File: src/rtl/if_id_stage.sv
// IF/ID pipeline register with load-use hazard detection, jump flush and
// saturating stall/flush performance counters.
module if_id_stage #(
    parameter logic [31:0] NOP_INSTR = 32'h0000_0000,
    parameter int unsigned CNT_W     = 32
) (
    input  logic             Clk,
    input  logic             Rst_n,
    input  logic [31:0]      Instruction,
    input  logic [31:0]      PCAddress,
    input  logic             ID_EX_MemRead,
    input  logic [4:0]       ID_EX_rt,
    input  logic             Flush,
    output logic [31:0]      InstructionOut,
    output logic [31:0]      PCAddressOut,
    output logic             ValidOut,
    output logic             PCWrite,
    output logic             Bubble,
    output logic [CNT_W-1:0] StallCount,
    output logic [CNT_W-1:0] FlushCount
);

    typedef enum logic [1:0] {
        MODE_RUN   = 2'd0,
        MODE_STALL = 2'd1,
        MODE_FLUSH = 2'd2
    } mode_t;

    mode_t      mode;
    logic [4:0] rs;
    logic [4:0] rt;
    logic       hazard;

    assign rs = InstructionOut[25:21];
    assign rt = InstructionOut[20:16];

    // Both source fields are compared regardless of format; a false stall is harmless.
    assign hazard = ValidOut & ID_EX_MemRead & (ID_EX_rt != 5'd0) &
                    ((ID_EX_rt == rs) | (ID_EX_rt == rt));

    always_comb begin
        mode    = MODE_RUN;
        PCWrite = 1'b1;
        Bubble  = 1'b0;
        if (Flush) begin
            mode   = MODE_FLUSH;
            Bubble = 1'b1;
        end else if (hazard) begin
            mode    = MODE_STALL;
            PCWrite = 1'b0;
            Bubble  = 1'b1;
        end
    end

    always_ff @(posedge Clk or negedge Rst_n) begin
        if (!Rst_n) begin
            InstructionOut <= NOP_INSTR;
            PCAddressOut   <= '0;
            ValidOut       <= 1'b0;
        end else begin
            unique case (mode)
                MODE_FLUSH: begin
                    InstructionOut <= NOP_INSTR;
                    PCAddressOut   <= PCAddress;
                    ValidOut       <= 1'b0;
                end
                MODE_STALL: begin
                    InstructionOut <= InstructionOut;
                    PCAddressOut   <= PCAddressOut;
                    ValidOut       <= ValidOut;
                end
                default: begin
                    InstructionOut <= Instruction;
                    PCAddressOut   <= PCAddress;
                    ValidOut       <= 1'b1;
                end
            endcase
        end
    end

    // Counters stick at all-ones instead of wrapping.
    always_ff @(posedge Clk or negedge Rst_n) begin
        if (!Rst_n) begin
            StallCount <= '0;
            FlushCount <= '0;
        end else begin
            if (mode == MODE_STALL && StallCount != '1)
                StallCount <= StallCount + CNT_W'(1);
            if (mode == MODE_FLUSH && FlushCount != '1)
                FlushCount <= FlushCount + CNT_W'(1);
        end
    end

endmodule

File: config.mk
export PLATFORM = sky130hd
export DESIGN_NAME = if_id_stage
export DESIGN_NICKNAME = d
export VERILOG_FILES = /design/src/rtl/if_id_stage.sv
export SDC_FILE = /design/constraint.sdc
export NUM_CORES = 1
export LEC_CHECK = 0
export CORE_UTILIZATION = 30
export CTS_BUF_LIST = sky130_fd_sc_hd__clkbuf_16
export CTS_CLUSTER_DIAMETER = 100
export DETAILED_ROUTE_END_ITERATION = 8
export PLACE_DENSITY_LB_ADDON = 0.25
export RECOVER_POWER = 50
export SLEW_MARGIN = 10
export SYNTH_ARGS = -nofsm -noshare
export SYNTH_HDL_FRONTEND = slang
export SYNTH_SLANG_ARGS = --single-unit
File: constraint.sdc
create_clock -name Clk -period 3.2 [get_ports Clk]
set_clock_uncertainty 0.2 [all_clocks]
set_input_delay 0.8 -clock Clk [delete_from_list [all_inputs] [get_ports Clk]]
set_output_delay 0.8 -clock Clk [all_outputs]
set_load 0.02 [all_outputs]
---- Word level (Yosys, flattened, before mapping) ----
Index checks and enable logic that the tools add are counted.
word-level totals
  flip-flop bits (word level) ............. 129
  output and inout bits ................... 131
cells by class
  mux-type cells .......................... 8
  bitwise operators ....................... 4
  reduce and logical (&&, ||, !) cells .... 3
  equality and inequality tests ........... 6
  $add $sub $neg .......................... 2
operator list
  cell                                            count
  adder 32 x 1 -> 32 bit (second input constant)  2
  inequality test 32 bit (second input constant)  2
  one-hot mux 32 bit (2 select lines)             1
  == test 5 bit                                   2
  two-way mux 1 bit                               5
  nonzero test 5 bit                              1
  AND 1 bit                                       3
  == test 2 x 1 -> 1 bit (second input constant)  1
  == test 2 bit (second input constant)           1
  logical AND 1 bit                               2
  two-way mux 2 bit                               1
  one-hot mux 1 bit (2 select lines)              1
  bitwise OR 1 bit                                1

---- Depth between registers and ports, before layout ----
  word-level depth ........................ 7
  depth in mapped cells ................... 9
  mapped depth without buffers ............ 7

---- Worst setup path before layout ----
Ideal clock, no wire load.
  kind .................................... input-to-output
  from .................................... in ID_EX_rt[0]
  to ...................................... out Bubble
  buffers on the path ..................... 2
  cell stages on the path ................. 6
  arrival time ............................ 2.427 ns
  data required time ...................... 2.200 ns
  slack ................................... -0.227 ns
  cells stage by stage .................... or3_1 > o311a_1 > nand2_1 > clkbuf_1 > buf_1 > nand2_1
between the ends
  word-level cells in the longest chain between the ends .. 5
  elaborated cells on any way between the ends .. 8
  classes of those cells .................. eq/ne: 2; mux: 2; bitwise: 3; reduce/logical: 1
RTL lines
  element                                              RTL line  text
  from (decl)                                          12        input logic [4:0] ID_EX_rt,
  == test 5 bit or nonzero test 5 bit (tied branches)  39, 38
  bitwise OR 1 bit or AND 1 bit (tied branches)        39, 38
  AND 1 bit (*)                                        38        assign hazard = ValidOut & ID_EX_MemRead & (ID_EX_rt != 5'd0) &
  two-way mux 1 bit (*)                                48        end else if (hazard) begin
  two-way mux 1 bit (*)                                45        if (Flush) begin
  to (decl)                                            18        output logic Bubble,
Every way passes the cells marked *; elsewhere a longest branch is shown, timed or not.

---- Worst setup path after layout ----
  from .................................... in ID_EX_rt[3]
  to ...................................... out Bubble
Same word-level chain as after synthesis.

==> results by group <==
Outcome
  • Status: finished with violations
  • Failing checks: max-capacitance violations, max-slew violations

Routing
  • Routed length per instance: 16.1 um
  • Routed wire length: 15.8 mm
  • DRT Pass-1 Iters: 4
  • Vias per inst: 4.81
  • Antenna viol nets, final: 0
  • Vias: 4713
  • DRT iter0 DRCs: 152
  • Residual DRC: 0

Global route
  • Largest net degree at the start of global routing: 49
  • Initial antenna violation count: 1
  • Wire length of the first global-routing pass: 25.4 mm
  • Vias in the first global route: 4837
  • GRT Util Overall: 16.9%
  • Total grt overflow: 0

Timing
  • Worst Tran Pin Value: 1.66 ns
  • Final worst-path cycle share: 98.2%
  • Max-slew headroom: -11.0%
  • Final Hold Violating Endpoints: 0
  • Worst hold slack: 0.297 ns
  • Final setup viols: 0
  • RSZ-0062 raised after global routing: no
  • Fmax achieved: 0.318 GHz
  • Minimum clock period: 3.14 ns
  • Max-slew violations: 32

Synthesis
  • Share of the synthesized area in the top cell type: 56.9%
  • Yosys top cell by area: dfrtp_1
  • FF+latch count, synth: 129
  • YS warnings: 0
  • Seq/Total Area, Yosys: 56.9%
  • Synth top area cells: dfrtp_1 57%, mux2_2 6.7%, nand2_1 5.8%
  • Synthesized cell area: 5680 um^2
  • Syn Area/Cell: 11.0 um^2
  • Mapped Cells: 518
  • Syn Nets: 593
  • Post-synth cell types: 38

Cells and area
  • Net count, final: 812
  • Non-Filler Instances: 980
  • Area delta synth->final: 52.6%
  • Final instance area: 8660 um^2
  • Layout cells sized above 1: 12.4%

Clock network
  • TritonCTS Buffers: 17
  • CTS max path bufs: 2
  • H-tree depth: 4
  • Clock transition at path regs: 0.06 ns
  • Root Driver: clkbuf_16
  • CTS tree: built
  • Clock sinks: 129
  • Later-pin clock latency in the skew report: 0.42 ns

Worst hold path
  • HP Class: reg -> reg

Critical path
  • CP most frequent cell: nand2_1
  • CP Class: in -> out
  • CP Launch Type: input pin
  • CP arrival: 2.14 ns
  • Critical path cell sequence: clkdlybuf4s50_1 -> xnor2_1 -> nand2_1 -> o22ai_2 -> buf_4 -> nand2_2 -> nand2_1 -> buf_2
  • Crit-path slowest cell: clkdlybuf4s50_1
  • WP data required: 2.20 ns
  • Crit end category: output pin
  • CP delay by family, top: buffers and inverters
  • Bufs and invs on worst path: 3
  • Crit path max fanout: 3
  • Largest stage delay on the critical path: 0.54 ns

Floorplanning
  • Row count: 49
  • Core area: 18300 um^2
  • Die height: 140 um
  • Initial Util: 31.1%
  • I/O pin count: 204
  • Die width: 140 um
  • Die area: 19500 um^2

Placed design
  • HPWL after DPL: 11.6 mm
  • Cells after DPL: 946
  • Port Buffers: 203
  • Dpl cell area: 8060 um^2
  • Routability Congestion: 0.869

Power
  • Leakage: 3.70 nW
  • Pwr dens: 529 nW/um^2
  • Total power: 4.58 mW
  • Max rail drop VDD: 0.357 mV

Flow run
  • Max-Cap Viols: 1
cell type report:
| class | instances | area (um^2) |
|---|---|---|
| fill | 1671 | 9610 |
| sequential | 129 | 3230 |
| multi-input combinational | 364 | 2370 |
| timing repair buffer | 222 | 2150 |
| clock buffer | 17 | 425 |
| tap | 229 | 287 |
| clock inverter | 15 | 194 |
| inverter | 3 | 11.3 |
| antenna | 1 | 2.50 |
power by group:
group | total, mW | leakage, nW | switching (mW) | internal [mW]
sequential | 1.87 | 1.65 | 0.127 | 1.75
combinational | 0.695 | 1.77 | 0.341 | 0.354
clock | 2.01 | 0.284 | 0.720 | 1.29
total | 4.58 | 3.70 | 1.19 | 3.39
path summary, 6_finish.rpt:
check | startpoint | end | slack, ns | cells past startpoint
min | FlushCount[30]$_DFFE_PN0P_ | FlushCount[30]$_DFFE_PN0P_ | 0.30 | 1
max reg2reg | StallCount[8]$_DFFE_PN0P_ | StallCount[1]$_DFFE_PN0P_ | 0.41 | 6
min reg2reg | FlushCount[30]$_DFFE_PN0P_ | FlushCount[30]$_DFFE_PN0P_ | 0.30 | 1
max | ID_EX_rt[3] | Bubble | 0.06 | 8
min in group asynchronous | Rst_n | StallCount[19]$_DFFE_PN0P_ | 0.60 | 1
max in group asynchronous | Rst_n | InstructionOut[29]$_DFFE_PN0P_ | 0.65 | 2
cell usage after synthesis:
cell type  count
dfrtp_1      129
nand2_1       88
xnor2_1       36
xor2_1        35
mux2_2        34
a21oi_1       32
nand4_1       29
nand3_1       22
nor2_1        22
clkbuf_1      16
nor3_1        15
and3_1         9
and4_1         6
nor4_1         6
buf_1          5
or3_1          4
and2_1         3
inv_1          3
nand2b_1       3
ha_1           2
nor3_2         2
a41o_1         1
and4bb_1       1
buf_2          1
mux2_4         1
nand3_2        1
nor3_4         1
nor4_2         1
nor4b_1        1
nor4bb_1       1
o21a_1         1
o21ai_0        1
o22ai_1        1
o311a_1        1
or2_1          1
or2_2          1
or4_1          1
or4_4          1
stage by stage:
| step | setup WS, ns | utilization, % | setup TNS [ns] |
|---|---|---|---|
| 6_report | 0.0568 | 47.4 | 0 |
| 5_1_grt | 0.0141 | 47.4 | 0 |
| 4_1_cts | 0.0162 | 47.6 | 0 |
| 3_5_place_dp | -0.645 | 44.1 | -11.82 |
| 3_3_place_gp | -0.627 | 44.1 | -5.84 |
| 2_1_floorplan | 0.00362 | - | 0 |
flip-flops by register name (all words and copies together), names as in the netlist:
register	count
FlushCount	32
InstructionOut	32
PCAddressOut	32
StallCount	32
ValidOut	1
worst reg2reg max path, cell delays in order (launching register included):
cell	delay [ns]
dfrtp_1	0.46
nand3_2	0.12
or4_4	0.57
or3_1	0.43
nor3_4	0.46
nor3_2	0.10
mux2_4	0.31
kinds of logic after synthesis:
| kind of cell | Yosys count | synth area share [%] |
|---|---|---|
| compound gates | 37 | 3.50 |
| xor+xnor | 71 | 11.0 |
| fa+ha+maj | 2 | 0.441 |
| buf+inv | 25 | 1.68 |
| flops | 129 | 56.9 |
| mux | 35 | 7.01 |
| simple gates | 219 | 19.6 |
layer usage:
layer	wire length (um)	vias up	GRT usage (%)
met3	1060	20	5.88
met1	6620	2311	20.1
met4	258	0	5.55
li1	-	2235	-
met2	7850	147	28.5
met5	0	-	0
layout by cell type, fill, tap and decap left out, types with 6 or more instances in the layout:
master,count
a21oi_1,32
nor3_1,15
and3_1,8
mux2_2,34
nand4_1,29
nand3_1,22
dfrtp_1,129
and4_1,6
nor4_1,6
xor2_1,35
buf_4,13
nand2_1,87
nor2_1,22
xnor2_1,36
dlygate4sd3_1,50
clkdlybuf4s50_1,146
clkinvlp_4,6
clkbuf_16,17
timing repair:
action / in CTS / in global routing
pin swaps: 3 / 1
gates resized for setup: 16 / 1
endpoints found under the setup margin: 2 / 2
buffers inserted: 1 / 0
hold buffers: 0 / 0
(Power assumes the default switching activity.)
